### src/rtl/alu_seq_muldiv_pkg.sv
// alu_seq_muldiv shared definitions:
// opcodes, status bit positions, FSM states.
package alu_pkg;

  localparam logic [3:0] ALU_AND   = 4'b0000;
  localparam logic [3:0] ALU_OR    = 4'b0001;
  localparam logic [3:0] ALU_ADD   = 4'b0010;
  localparam logic [3:0] ALU_SUB   = 4'b0110;
  localparam logic [3:0] ALU_SLT   = 4'b0111;
  localparam logic [3:0] ALU_MULTU = 4'b1000;
  localparam logic [3:0] ALU_DIVU  = 4'b1001;
  localparam logic [3:0] ALU_NOR   = 4'b1100;

  localparam int ST_ZERO  = 0;
  localparam int ST_NEG   = 1;
  localparam int ST_CARRY = 2;
  localparam int ST_OVF   = 3;
  localparam int ST_DIVZ  = 4;
  localparam int ST_ILL   = 5;

  typedef enum logic [1:0] {
    S_IDLE = 2'd0,
    S_BUSY = 2'd1,
    S_DONE = 2'd2
  } state_t;

endpackage

### src/rtl/alu_seq_muldiv_if.sv
// alu_seq_muldiv request/response bundle:
// master = issuing stage, slave = ALU.
interface alu_seq_muldiv_if #(
  parameter int WIDTH = 32
);
  logic             in_valid;
  logic             in_ready;
  logic [3:0]       ALU_ctrl;
  logic [WIDTH-1:0] ALU_operand_1;
  logic [WIDTH-1:0] ALU_operand_2;
  logic             out_valid;
  logic             out_ready;
  logic [WIDTH-1:0] ALU_result;
  logic [WIDTH-1:0] ALU_result_hi;
  logic [7:0]       ALU_status;

  modport master (
    output in_valid, ALU_ctrl,
    output ALU_operand_1, ALU_operand_2,
    output out_ready,
    input  in_ready, out_valid,
    input  ALU_result, ALU_result_hi,
    input  ALU_status
  );

  modport slave (
    input  in_valid, ALU_ctrl,
    input  ALU_operand_1, ALU_operand_2,
    input  out_ready,
    output in_ready, out_valid,
    output ALU_result, ALU_result_hi,
    output ALU_status
  );
endinterface

### src/rtl/alu_muldiv_iter.sv
// Iterative unsigned multiply / restoring divide,
// one bit per cycle; o_done flags the final step.
module alu_muldiv_iter #(
  parameter int WIDTH = 32
) (
  input  logic             clk,
  input  logic             rst_n,
  input  logic             i_start,
  input  logic             i_abort,
  input  logic             i_div,
  input  logic [WIDTH-1:0] i_a,
  input  logic [WIDTH-1:0] i_b,
  output logic             o_done,
  output logic [WIDTH-1:0] o_lo,
  output logic [WIDTH-1:0] o_hi
);
  localparam int CNT_W = $clog2(WIDTH) + 1;

  logic [CNT_W-1:0] r_cnt;
  logic             r_div;
  logic [WIDTH-1:0] r_b;
  logic [WIDTH-1:0] r_hi;
  logic [WIDTH-1:0] r_lo;

  logic [WIDTH:0]   w_add;
  logic [WIDTH:0]   w_sh;
  logic             w_borrow;
  logic [WIDTH-1:0] w_hi_n;
  logic [WIDTH-1:0] w_lo_n;

  // next partial state: hi:lo is product or rem:quot
  always_comb begin
    w_add = {1'b0, r_hi}
          + (r_lo[0] ? {1'b0, r_b}
                     : {(WIDTH+1){1'b0}});
    w_sh = {r_hi, r_lo[WIDTH-1]};
    w_borrow = w_sh < {1'b0, r_b};
    if (r_div) begin
      w_hi_n = w_borrow ? w_sh[WIDTH-1:0]
                        : w_sh[WIDTH-1:0] - r_b;
      w_lo_n = {r_lo[WIDTH-2:0], ~w_borrow};
    end else begin
      w_hi_n = w_add[WIDTH:1];
      w_lo_n = {w_add[0], r_lo[WIDTH-1:1]};
    end
  end

  assign o_done = (r_cnt == CNT_W'(1));
  assign o_lo   = w_lo_n;
  assign o_hi   = w_hi_n;

  // load on start, then step until the count runs out
  always_ff @(posedge clk or negedge rst_n) begin
    if (!rst_n) begin
      r_cnt <= '0;
      r_div <= 1'b0;
      r_b   <= '0;
      r_hi  <= '0;
      r_lo  <= '0;
    end else if (i_abort) begin
      r_cnt <= '0;
    end else if (i_start) begin
      r_cnt <= CNT_W'(WIDTH);
      r_div <= i_div;
      r_b   <= i_b;
      r_hi  <= '0;
      r_lo  <= i_a;
    end else if (r_cnt != '0) begin
      r_hi  <= w_hi_n;
      r_lo  <= w_lo_n;
      r_cnt <= r_cnt - CNT_W'(1);
    end
  end
endmodule

### src/rtl/alu_seq_muldiv.sv
// Handshaked ALU: single-cycle logic/arith ops plus
// iterative MULTU/DIVU, registered result and flags.
module alu_seq_muldiv
  import alu_pkg::*;
#(
  parameter int WIDTH = 32
) (
  input logic             clk,
  input logic             rst_n,
  input logic             ALU_flush,
  alu_seq_muldiv_if.slave bus
);
  localparam int M = WIDTH - 1;

  state_t r_state;
  state_t w_next;

  logic [3:0]       w_ctrl;
  logic [WIDTH-1:0] w_a;
  logic [WIDTH-1:0] w_b;
  logic             w_iter_op;
  logic             w_accept;
  logic             w_start;
  logic             w_load;

  logic [WIDTH:0]   w_sum;
  logic [WIDTH:0]   w_diff;
  logic [WIDTH-1:0] w_f_res;
  logic [WIDTH-1:0] w_f_hi;
  logic             w_f_c;
  logic             w_f_v;
  logic             w_f_dz;
  logic             w_f_il;

  logic             w_it_done;
  logic [WIDTH-1:0] w_it_lo;
  logic [WIDTH-1:0] w_it_hi;

  logic [WIDTH-1:0] w_n_res;
  logic [WIDTH-1:0] w_n_hi;
  logic [7:0]       w_n_st;

  logic             r_is_div;
  logic [WIDTH-1:0] r_res;
  logic [WIDTH-1:0] r_hi;
  logic [7:0]       r_st;

  assign w_ctrl = bus.ALU_ctrl;
  assign w_a    = bus.ALU_operand_1;
  assign w_b    = bus.ALU_operand_2;

  // divide by zero short-circuits to a one-cycle op
  assign w_iter_op = (w_ctrl == ALU_MULTU)
                   || ((w_ctrl == ALU_DIVU) && |w_b);

  // state register
  always_ff @(posedge clk or negedge rst_n) begin
    if (!rst_n) r_state <= S_IDLE;
    else        r_state <= w_next;
  end

  // next state; flush beats every other condition
  always_comb begin
    w_next = r_state;
    if (ALU_flush) begin
      w_next = S_IDLE;
    end else begin
      case (r_state)
        S_IDLE:
          if (bus.in_valid)
            w_next = w_iter_op ? S_BUSY : S_DONE;
        S_BUSY:
          if (w_it_done) w_next = S_DONE;
        S_DONE:
          if (bus.out_ready) w_next = S_IDLE;
        default: w_next = S_IDLE;
      endcase
    end
  end

  // handshake and datapath control
  always_comb begin
    bus.in_ready  = (r_state == S_IDLE);
    bus.out_valid = (r_state == S_DONE);
    w_accept = (r_state == S_IDLE)
             && bus.in_valid && !ALU_flush;
    w_start  = w_accept && w_iter_op;
    w_load   = (w_accept && !w_iter_op)
             || ((r_state == S_BUSY)
                 && w_it_done && !ALU_flush);
  end

  // single-cycle ops, divide-by-zero and illegal codes
  always_comb begin
    w_sum   = {1'b0, w_a} + {1'b0, w_b};
    w_diff  = {1'b0, w_a} - {1'b0, w_b};
    w_f_res = '0;
    w_f_hi  = '0;
    w_f_c   = 1'b0;
    w_f_v   = 1'b0;
    w_f_dz  = 1'b0;
    w_f_il  = 1'b0;
    unique case (1'b1)
      (w_ctrl == ALU_ADD): begin
        w_f_res = w_sum[M:0];
        w_f_c   = w_sum[WIDTH];
        w_f_v   = (w_a[M] == w_b[M])
                && (w_sum[M] != w_a[M]);
      end
      (w_ctrl == ALU_SUB): begin
        w_f_res = w_diff[M:0];
        w_f_c   = w_diff[WIDTH];
        w_f_v   = (w_a[M] != w_b[M])
                && (w_diff[M] != w_a[M]);
      end
      (w_ctrl == ALU_AND): w_f_res = w_a & w_b;
      (w_ctrl == ALU_OR):  w_f_res = w_a | w_b;
      (w_ctrl == ALU_NOR): w_f_res = ~(w_a | w_b);
      (w_ctrl == ALU_SLT):
        w_f_res[0] = $signed(w_a) < $signed(w_b);
      (w_ctrl == ALU_DIVU): begin
        w_f_res = '1;
        w_f_hi  = w_a;
        w_f_dz  = 1'b1;
      end
      (w_ctrl == ALU_MULTU): begin
      end
      default: w_f_il = 1'b1;
    endcase
  end

  // pick the value that lands in the output registers
  always_comb begin
    w_n_st = '0;
    if (r_state == S_BUSY) begin
      w_n_res = w_it_lo;
      w_n_hi  = w_it_hi;
      w_n_st[ST_ZERO] = (w_it_lo == '0)
                     && (r_is_div || (w_it_hi == '0));
    end else begin
      w_n_res = w_f_res;
      w_n_hi  = w_f_hi;
      w_n_st[ST_ZERO]  = (w_f_res == '0);
      w_n_st[ST_CARRY] = w_f_c;
      w_n_st[ST_OVF]   = w_f_v;
      w_n_st[ST_DIVZ]  = w_f_dz;
      w_n_st[ST_ILL]   = w_f_il;
    end
    w_n_st[ST_NEG] = w_n_res[M];
  end

  // remember which iterative op is running
  always_ff @(posedge clk or negedge rst_n) begin
    if (!rst_n)       r_is_div <= 1'b0;
    else if (w_start) r_is_div <= (w_ctrl == ALU_DIVU);
  end

  // result/flags update only on entry to DONE
  always_ff @(posedge clk or negedge rst_n) begin
    if (!rst_n) begin
      r_res <= '0;
      r_hi  <= '0;
      r_st  <= '0;
    end else if (w_load) begin
      r_res <= w_n_res;
      r_hi  <= w_n_hi;
      r_st  <= w_n_st;
    end
  end

  assign bus.ALU_result    = r_res;
  assign bus.ALU_result_hi = r_hi;
  assign bus.ALU_status    = r_st;

  alu_muldiv_iter #(
    .WIDTH (WIDTH)
  ) u_iter (
    .clk     (clk),
    .rst_n   (rst_n),
    .i_start (w_start),
    .i_abort (ALU_flush),
    .i_div   (w_ctrl == ALU_DIVU),
    .i_a     (w_a),
    .i_b     (w_b),
    .o_done  (w_it_done),
    .o_lo    (w_it_lo),
    .o_hi    (w_it_hi)
  );
endmodule

### src/flat_wrapper.sv
// flat-port wrapper written by rule: the top's interface ports become plain ports
module alu_seq_muldiv_flat import alu_pkg::*;
#(
  parameter int WIDTH = 32
)
  (clk, rst_n, ALU_flush, bus_in_valid, bus_ALU_ctrl, bus_ALU_operand_1, bus_ALU_operand_2, bus_out_ready, bus_in_ready, bus_out_valid, bus_ALU_result, bus_ALU_result_hi, bus_ALU_status);
  alu_seq_muldiv_if #(.WIDTH(WIDTH)) bus_i ();
  input logic clk;
  input logic rst_n;
  input logic ALU_flush;
  input wire logic [$bits(bus_i.in_valid)-1:0] bus_in_valid;
  input wire logic [$bits(bus_i.ALU_ctrl)-1:0] bus_ALU_ctrl;
  input wire logic [$bits(bus_i.ALU_operand_1)-1:0] bus_ALU_operand_1;
  input wire logic [$bits(bus_i.ALU_operand_2)-1:0] bus_ALU_operand_2;
  input wire logic [$bits(bus_i.out_ready)-1:0] bus_out_ready;
  output wire logic [$bits(bus_i.in_ready)-1:0] bus_in_ready;
  output wire logic [$bits(bus_i.out_valid)-1:0] bus_out_valid;
  output wire logic [$bits(bus_i.ALU_result)-1:0] bus_ALU_result;
  output wire logic [$bits(bus_i.ALU_result_hi)-1:0] bus_ALU_result_hi;
  output wire logic [$bits(bus_i.ALU_status)-1:0] bus_ALU_status;
  assign bus_i.in_valid = bus_in_valid;
  assign bus_i.ALU_ctrl = bus_ALU_ctrl;
  assign bus_i.ALU_operand_1 = bus_ALU_operand_1;
  assign bus_i.ALU_operand_2 = bus_ALU_operand_2;
  assign bus_i.out_ready = bus_out_ready;
  assign bus_in_ready = bus_i.in_ready;
  assign bus_out_valid = bus_i.out_valid;
  assign bus_ALU_result = bus_i.ALU_result;
  assign bus_ALU_result_hi = bus_i.ALU_result_hi;
  assign bus_ALU_status = bus_i.ALU_status;
  alu_seq_muldiv #(.WIDTH(WIDTH)) u_core (.clk(clk), .rst_n(rst_n), .ALU_flush(ALU_flush), .bus(bus_i));
endmodule
### config.mk
export PLATFORM = sky130hd
export DESIGN_NAME = alu_seq_muldiv_flat
export DESIGN_NICKNAME = d
export VERILOG_FILES = /design/src/rtl/alu_seq_muldiv_pkg.sv /design/src/rtl/alu_seq_muldiv_if.sv /design/src/rtl/alu_muldiv_iter.sv /design/src/rtl/alu_seq_muldiv.sv /design/src/flat_wrapper.sv
export SDC_FILE = /design/constraint.sdc
export NUM_CORES = 1
export LEC_CHECK = 0
export CAP_MARGIN = 25
export CORE_MARGIN = 10
export CORE_UTILIZATION = 65
export DETAILED_ROUTE_END_ITERATION = 8
export PLACE_DENSITY = 0.88
export SLEW_MARGIN = 30
export SYNTH_ARGS = -nofsm -noshare
export SYNTH_HDL_FRONTEND = slang
export SYNTH_HIERARCHICAL = 1
export SYNTH_SLANG_ARGS = --single-unit
export TNS_END_PERCENT = 100
### constraint.sdc
create_clock -name clk -period 10 [get_ports clk]
set_input_delay 2 -clock clk [delete_from_list [all_inputs] [get_ports clk]]
set_output_delay 2 -clock clk [all_outputs]
set_load 0.01 [all_outputs]
==> results.tsv, run 1 <==
metric	value	unit
status	finished clean	
worst_pin_slew	1130	ps
drtAntennaViolNets	0	
synthArstFlopShare	1.00	
ys_seq_elements	175	
yosysWarningCount	6	
crit_path_max_fanout	5	
antenna_cells	0	
fmax	161	MHz
setup_viol	0	
syn-instance-count	2397	
cp.required	10370	ps
r2r_start	u_core/u_iter/r_lo[0]$_DFFE_PN0P_	
vias_per_cell	7.20	
layout_common_cells	nand2_1 (224), a21oi_1 (221), nor2_1 (198)	
path_clk_slew	70	ps
worstSkewPairLatency	450	ps
final_cells	2828	
fin_area	20500	µm²
finalCritPeriodShare	0.623	
post-cts-setup-buffer-count	0	
leakagePower	9.24	nW
grt_use_total	0.394	
drt_pass1_iterations	7	
cts.sinks	175	
finalCriticalPeriod	6230	ps
wl_per_cell	26.0	µm
setup_ws	3770	ps
die_w	189	µm
hold_start	u_core/bus.ALU_result[9]$_DFFE_PN0P_	
hold_end	u_core/bus.ALU_result[9]$_DFFE_PN0P_	
die_area	35600	µm²
fin_skew	14.8	ps
die_y	189	µm
grt_max_degree	107	
critPathLaunchType	input pin	
endpoint_kind	flop	
peakVddDrop	0.000217	V
globalRouteOverflowTotal	0	
synth_ff_type	dfrtp_1	
rrSetupSlack	4540	ps
cap_violations	0	
cts_root_buf	clkbuf_16	
grt_pass1_vias	19000	
place_ws	3520	ps
drc_errors	0	
rsz0062_at_grt	no	
rr_endpoint	u_core/bus.ALU_status[0]$_DFFE_PN0P_	
cts_buffers	17	
port_buffers	144	
row_count	61	
whs_path_depth	2	
drive_gt1_frac	0.0580	
nets	2679	
via_count	20400	
arrival	6600	ps
syn2layout_area_growth	11.2	%
cts.path.max_buffers	2	
min_path_type	reg2reg	
core_area	27900	µm²
powerDensity	241	nW/µm²
cts.repair.resized	0	
syn_area_per_cell	7.71	µm²
max_slew_margin	0.239	
layout.cells.most_common	nand2_1	
synth-edff-count	0	
reg2reg_depth	19	
fin_util	0.736	
place_area	20000	µm²
wl	73600	µm
antenna_found_initial	2	
slew_violations	0	
synthDistinctLibCells	94	
syn-cell-area	18500	µm²
io_pins	147	
gp_congestion	1.07	
dp.final_hpwl	54300	µm
crit_type	in2reg	
htreeDepth	4	
grt_pass1_wl	112000	µm
fin_setup_tns	0	ps
initial_core_util	0.661	
hold_buffers	0	
place_inst	2796	
first_iter_violations	3536	
hold_violations	0	
yosysSeqAreaShare	0.237	
cts_tree	built	
sequential cells by signal, indices dropped and copies added, names as in the netlist:
| register | flops |
|---|---|
| u_core/u_iter/r_div | 1 |
| u_core/bus.ALU_result_hi | 32 |
| u_core/u_iter/r_hi | 32 |
| u_core/r_is_div | 1 |
| u_core/u_iter/r_lo | 32 |
| u_core/r_state | 2 |
| u_core/u_iter/r_cnt | 6 |
| u_core/u_iter/r_b | 32 |
| u_core/bus.ALU_result | 31 |
| u_core/bus.ALU_status | 6 |
synthesized netlist by cell type, types with 11 or more instances:
| library cell | n | area (µm²) |
|---|---|---|
| nand2_1 | 224 | 841 |
| a21oi_1 | 221 | 1110 |
| nor2_1 | 202 | 758 |
| dfrtp_1 | 175 | 4380 |
| ha_1 | 165 | 2060 |
| inv_1 | 164 | 616 |
| o21ai_0 | 119 | 596 |
| clkbuf_1 | 102 | 383 |
| nor2b_1 | 76 | 475 |
| o31ai_1 | 58 | 435 |
| and2_1 | 55 | 344 |
| nand3_1 | 50 | 250 |
| xnor2_1 | 49 | 429 |
| a21o_1 | 45 | 338 |
| nor3_1 | 44 | 220 |
| mux2_2 | 38 | 428 |
| nor4_1 | 36 | 225 |
| and3_1 | 35 | 219 |
| o211ai_1 | 35 | 263 |
| a211oi_1 | 33 | 248 |
| mux2i_1 | 33 | 330 |
| a221o_1 | 28 | 280 |
| a31oi_1 | 28 | 175 |
| nand4_1 | 26 | 163 |
| o22ai_1 | 24 | 150 |
| xor2_1 | 22 | 193 |
| o21bai_1 | 21 | 158 |
| a22o_1 | 19 | 166 |
| nand2b_1 | 18 | 113 |
| buf_2 | 15 | 75.1 |
| or3_1 | 14 | 87.6 |
| buf_4 | 13 | 97.6 |
| buf_1 | 12 | 45.0 |
| o21a_1 | 12 | 90.1 |
| a21boi_0 | 11 | 82.6 |
| o2111ai_1 | 11 | 96.3 |
layout make-up:
class                      instances  area, µm²
multi-input combinational       1908      12900
fill                            2142       7390
sequential                       175       4380
timing repair buffer             170       1640
inverter                         165        619
tap                              378        473
clock buffer                      21        460
clock inverter                    11        108
power by group:
group | leakage, nW | switching, mW | internal (mW)
logic | 6.77 | 1.93 | 1.18
clock network | 0.280 | 0.315 | 0.360
registers | 2.19 | 0.235 | 0.923
total | 9.24 | 2.48 | 2.47
routing by layer:
layer  vias to the layer above  part of all wire  GRT usage
li1                       8745                 -          -
met3                       415              0.13     0.0975
met2                      1710              0.43      0.591
met5                         -           0.00039          0
met4                         4             0.080      0.273
met1                      9492              0.37      0.489
kinds of logic after synthesis:
group	Yosys count	synth area share
fa+ha+maj	169	0.116
mux	71	0.0411
other cells	1	0.000203
flops	175	0.237
buf+inv	315	0.0705
simple gates	823	0.219
compound gates	772	0.283
xor+xnor	71	0.0337
worst max-delay path by stage:
| stage | startpoint | depth (start not counted) | slack, ps | end |
|---|---|---|---|---|
| 6_report | bus_ALU_operand_2[0] | 13 | 3770 | u_core/bus.ALU_status[0]$_DFFE_PN0P_ |
| 3_3_place_gp | bus_ALU_operand_2[0] | 16 | 3620 | u_core/bus.ALU_status[0]$_DFFE_PN0P_ |
| 5_1_grt | bus_ALU_operand_2[0] | 16 | 3700 | u_core/bus.ALU_status[0]$_DFFE_PN0P_ |
| 3_5_place_dp | bus_ALU_operand_2[3] | 15 | 3520 | u_core/bus.ALU_status[0]$_DFFE_PN0P_ |
| 4_1_cts | bus_ALU_operand_2[3] | 15 | 3970 | u_core/bus.ALU_status[0]$_DFFE_PN0P_ |
| 2_1_floorplan | bus_ALU_operand_1[0] | 15 | 4790 | u_core/bus.ALU_status[0]$_DFFE_PN0P_ |
metrics by stage:
step           hold WS (ps)  total power [mW]
2_1_floorplan           461              3.20
3_3_place_gp            451              4.00
3_5_place_dp            464              4.10
4_1_cts                 484              4.81
5_1_grt                 516              5.20
6_report                481              4.95
critical path, stage by stage:
cell	delay (ps)
clkdlybuf4s50_1	660
nor4_1	970
nand4_1	420
nor3_2	370
nor2_4	70
nor4_1	280
nand4_1	170
nor4_1	360
nand4_1	250
nor3_1	300
nand4_1	120
or4_1	490
o21ai_1	130
(Power assumes the default switching activity.)
==> inputs of run 2 (changes only) <==
--- a/config.mk
+++ b/config.mk
@@ -7,9 +7,9 @@
 export LEC_CHECK = 0
 export CAP_MARGIN = 25
 export CORE_MARGIN = 10
-export CORE_UTILIZATION = 65
+export CORE_UTILIZATION = 61
 export DETAILED_ROUTE_END_ITERATION = 8
-export PLACE_DENSITY = 0.88
+export PLACE_DENSITY = 0.83
 export SLEW_MARGIN = 30
 export SYNTH_ARGS = -nofsm -noshare
 export SYNTH_HDL_FRONTEND = slang
==> constraint.sdc (replaced) <==
create_clock -name clk -period 6.04 [get_ports clk]
set_input_delay 1.208 -clock clk [delete_from_list [all_inputs] [get_ports clk]]
set_output_delay 1.208 -clock clk [all_outputs]
set_load 0.01 [all_outputs]
==> run 2 against run 1 <==
  * Clock skew shrank 4.6 ps
  * Critical path depth is 2 higher
  * Register-to-register slack lost 3900 ps
  * Via count grew 0.85%
  * Sequential power rose by 64%
==> results.tsv, run 2 (same netlist as run 1, synthesis figures left out) <==
metric	value	unit
status	finished clean	
switching_share	0.502	
first_iter_violations	3474	
powerDensity	404	nW/µm²
die_w	194	µm
layout.cells.most_common	nand2_1	
critPathLaunchType	flop	
drive_gt1_frac	0.0720	
dp.final_hpwl	55900	µm
peakVddDrop	0.000444	V
crit_type	reg2reg	
min_path_type	reg2reg	
cp-startpoint	u_core/u_iter/r_hi[24]$_DFFE_PN0P_	
p_seq_frac	0.225	
arrival	5810	ps
fin_skew	10.2	ps
globalRouteOverflowTotal	0	
hold_buffers	0	
syn2layout_area_growth	13.2	%
wl	75400	µm
critPathSlowestCell	a21oi_1	
path_cells	ha_1, nand4_1, nor3_1, o311a_1, o21ai_1, a21oi_1, a21oi_1, nor4_1, nand4_1, nor2_1, nor2_1, nor3_1, buf_4, a21oi_1, o21ai_1	
cts_buffers	17	
r2r_start	u_core/u_iter/r_hi[24]$_DFFE_PN0P_	
via_count	20500	
vias_per_cell	7.14	
final_cells	2878	
cts_root_buf	clkbuf_16	
fmax	184	MHz
hold_start	u_core/bus.ALU_status[4]$_DFFE_PN0P_	
cts.sinks	175	
rsz0062_at_grt	no	
crit_path_max_incr_delay	870	ps
clkPwrFrac	0.146	
nets	2716	
leakagePower	9.45	nW
layout_common_cells	nand2_1 (224), a21oi_1 (221), nor2_1 (199)	
grt_max_degree	78	
grt_pass1_vias	19300	
cp.required	6420	ps
port_buffers	144	
cap_violations	0	
cpLargestDelayFamily	simple AND/OR/NAND/NOR gates	
io_pins	147	
grt_pass1_wl	114000	µm
cts.repair.resized	0	
row_count	63	
wl_per_cell	26.2	µm
setup_viol	0	
die_y	194	µm
finalPower	8.45	mW
p_int	4.21	mW
fin_setup_tns	0	ps
htreeDepth	4	
gp_congestion	1.07	
endpoint_kind	flop	
finalCritPeriodShare	0.900	
crit_path_max_fanout	8	
path_clk_slew	70	ps
slew_violations	0	
place_inst	2845	
drt_pass1_iterations	6	
grt_use_total	0.378	
drtAntennaViolNets	0	
core_area	29800	µm²
initial_core_util	0.620	
antenna_found_initial	2	
cts.path.max_buffers	2	
power.switching	4.24	mW
worst_pin_slew	1010	ps
power_frac_comb	0.629	
die_area	37600	µm²
cp_common_cell	a21oi_1	
finalCriticalPeriod	5440	ps
cts_tree	built	
hold_violations	0	
drc_errors	0	
worstSkewPairLatency	450	ps
path_buf_inv	1	
post-cts-setup-buffer-count	0	
max_slew_margin	0.320	
fin_util	0.702	
-- run 2: cell count changes in the layout (fill, tap and decap cells not counted), moves of 3 or more --
cell	change
clkinv_8	+3
buf_4	+37
nor2_4	-3
clkinv_2	-3
-- run 2: path summary, 6_finish.rpt --
kind                                                   endpoint  depth (start not counted)  slack (ps)
max in group asynchronous     u_core/u_iter/r_b[23]$_DFFE_PN0P_                          2        3950
max                        u_core/bus.ALU_status[0]$_DFFE_PN0P_                         15         600
min reg2reg                u_core/bus.ALU_status[4]$_DFFE_PN0P_                          1         510
max reg2reg                u_core/bus.ALU_status[0]$_DFFE_PN0P_                         15         600
min                        u_core/bus.ALU_status[4]$_DFFE_PN0P_                          1         510
min in group asynchronous     u_core/u_iter/r_hi[5]$_DFFE_PN0P_                          1         790
-- run 2: final cells by class --
| type | instances | area [µm²] |
|---|---|---|
| tap | 390 | 488 |
| inverter | 165 | 619 |
| clock buffer | 17 | 425 |
| multi-input combinational | 1908 | 12800 |
| antenna | 1 | 2.50 |
| sequential | 175 | 4380 |
| timing repair buffer | 207 | 1920 |
| fill | 2288 | 8890 |
| clock inverter | 15 | 225 |
-- run 2: routing by layer --
layer | vias up | part of all wire | GRT usage | routed length, µm
met3 | 382 | 0.12 | 0.100 | 9390
li1 | 8834 | - | - | -
met4 | 4 | 0.068 | 0.215 | 5120
met1 | 9637 | 0.38 | 0.477 | 28400
met2 | 1683 | 0.43 | 0.572 | 32500
met5 | - | 0.00031 | 0 | 23
-- run 2: power groups by stage --
stage	logic, mW	registers (mW)	clock network, mW
3_5_place_dp	5.00	1.89	0
3_3_place_gp	4.85	1.87	0
5_1_grt	5.64	1.92	1.29
6_report	5.31	1.90	1.24
4_1_cts	5.09	1.87	1.23
2_1_floorplan	3.51	1.79	0
-- run 2: metrics by stage --
| stage | cell area, µm² | setup WS, ps | hold WS, ps |
|---|---|---|---|
| floorplan | 18500 | 1620 | 461 |
| global placement | 20300 | 407 | 465 |
| detailed placement | 20300 | 453 | 496 |
| CTS | 20900 | 892 | 516 |
| global route | 20900 | 498 | 534 |
| finish | 20900 | 604 | 514 |
-- run 2: worst register-to-register path: cells and delay by family, from the launching register on --
kind	cells	cell delay (ps)
compound gates	6	2030
buf+inv	1	170
simple gates	7	2200
fa+ha+maj	1	510
flops	1	450
==> RTL edit (config.mk and constraints of run 1) <==
Encoding of `state_t`: now one-hot (3 bits for 3 states).
--- a/src/rtl/alu_seq_muldiv_pkg.sv
+++ b/src/rtl/alu_seq_muldiv_pkg.sv
@@ -18,10 +18,10 @@
   localparam int ST_DIVZ  = 4;
   localparam int ST_ILL   = 5;
 
-  typedef enum logic [1:0] {
-    S_IDLE = 2'd0,
-    S_BUSY = 2'd1,
-    S_DONE = 2'd2
+  typedef enum logic [2:0] {
+    S_IDLE = 3'b001,
+    S_BUSY = 3'b010,
+    S_DONE = 3'b100
   } state_t;
 
 endpackage
Function: same outputs for any inputs over 4 cycles, from zero or initial values and one cycle with rst_n low; so few cycles prove little.
==> RTL edit against run 1 <==
The flow now finishes with violations (design-rule violations); area after synthesis decreased by 0.56%; first-iteration DRC count decreased by 3.5%; sequential share of layout area rose by 0.14 points; worst setup slack gained 0.062 ns; non-clock buffer count unchanged; cell area hardly changed; routed wire length grew 1.1%; total power shrank 0.99%; combinational power shrank 2%; sequential cell count is 1 higher; critical path type unchanged.
==> RTL edit: results (changes against run 1) <==
stage,metric,value,unit,change
run_status,status,finished with violations,,
run_status,failing checks,design-rule violations,,
yosys,cells after synthesis,2369,,-1.2%
cells_and_area,multi-input combinational cell area,0.0128,mm2,-0.16%
global_routing,initial antenna violation count,1,,-1
routing,Detailed Routing Iterations Pass 1,9,,+2
routing,DRC,1,,+1
critical_path,"Slowest-stage cell, CP",clkdlybuf4s50_1,,
routing,wire length on met3,10.0,mm,+8.3%
yosys,Synth area leaders,"dfrtp_1 (24%), ha_1 (11%), a21oi_1 (5.9%), nand2_1 (4.6%), o21ai_0 (4.0%)",,
routing,routed vias/inst,7.31,,+1.4%
yosys,Post-synth top cells,"nand2_1 (225), a21oi_1 (216), nor2_1 (188), dfrtp_1 (175), ha_1 (165)",,
pwr,P_leak,9.22,nW,-0.19%
cells_and_area,filler cell count,2068,,-3.5%
yosys,register area share after synthesis,24.0,%,+0.28 points
sta,Max-slew headroom,26.4,%,+2.5 points
critical_path,CP arrival,6.56,ns,-0.04 ns
critical_path,"slowest stage delay, CP",0.66,ns,-0.31 ns
cells_and_area,Non-clock buffering overhead,7.98,%,+0.019 points
routing,DR vias,20477,,+0.55%
place,Post-Place Cells,2770,,-0.93%
global_routing,routing usage on met2,60.1,%,+1.1 points
place,Detailed Place HPWL,53.7,mm,-1.2%
cells_and_area,"Net count, final",2653,,-0.97%
routing,Initial DRC Count,3413,,-3.5%
place,placed cell area,0.0199,mm2,-0.24%
cells_and_area,Signal inverters,156,,-5.5%
cells_and_area,multi-input gate count,1890,,-0.94%
cells_and_area,Register Area,0.00441,mm2,+0.60%
yosys,Netlist cell types,101,,+7.4%
-- RTL edit: changes by cell type after synthesis, sizes merged, moves of 8 or more --
cell            run 1  this run
o2bb2ai             8        17
nor2b              76        53
buf                46        35
o211ai             36        20
a221o              28        36
clkbuf            104       113
o21ai             126       161
nor2              204       191
inv               164       156
a2bb2oi             1        10
o22ai              24        13
-- RTL edit: final timing paths --
kind                                               start                  endpoint  slack [ns]
worst max register to register      u_core/u_iter/r_b[3]  u_core/bus.ALU_status[0]        4.57
worst max-delay path                bus_ALU_operand_2[0]  u_core/bus.ALU_status[0]        3.83
min in group asynchronous                          rst_n    u_core/u_iter/r_cnt[4]        1.64
worst min-delay path            u_core/bus.ALU_status[4]  u_core/bus.ALU_status[4]        0.51
max in group asynchronous                          rst_n     u_core/u_iter/r_b[28]        7.06
worst min register to register  u_core/bus.ALU_status[4]  u_core/bus.ALU_status[4]        0.51
-- RTL edit: metrics by stage --
step / utilization (%) / worst slack (ns)
after floorplan: - / 4.97
after global placement: 71.5 / 3.65
after detailed placement: 71.5 / 3.61
after CTS: 73.6 / 4.06
after global routing: 73.7 / 3.88
final: 73.7 / 3.83
-- RTL edit: cell families (layout without fill, tap and decap cells) --
logic type | after synthesis | in the layout | synth area share [%]
AO/OA/AOI/OAI | 790 | 790 | 29.4
XOR/XNOR | 72 | 72 | 3.43
adder cells (fa/ha/maj) | 169 | 169 | 11.7
buffers and inverters | 304 | 358 | 6.53
flip-flops | 176 | 176 | 24.0
multiplexers | 67 | 67 | 3.92
other | 1 | 3 | 0.0204
AND/OR/NAND/NOR | 790 | 790 | 21.0
-- RTL edit: power by group --
part / internal [W] / switching, W
Clock: 0.000358 / 0.000332
Sequential: 0.000917 / 0.000234
Combinational: 0.00115 / 0.00191
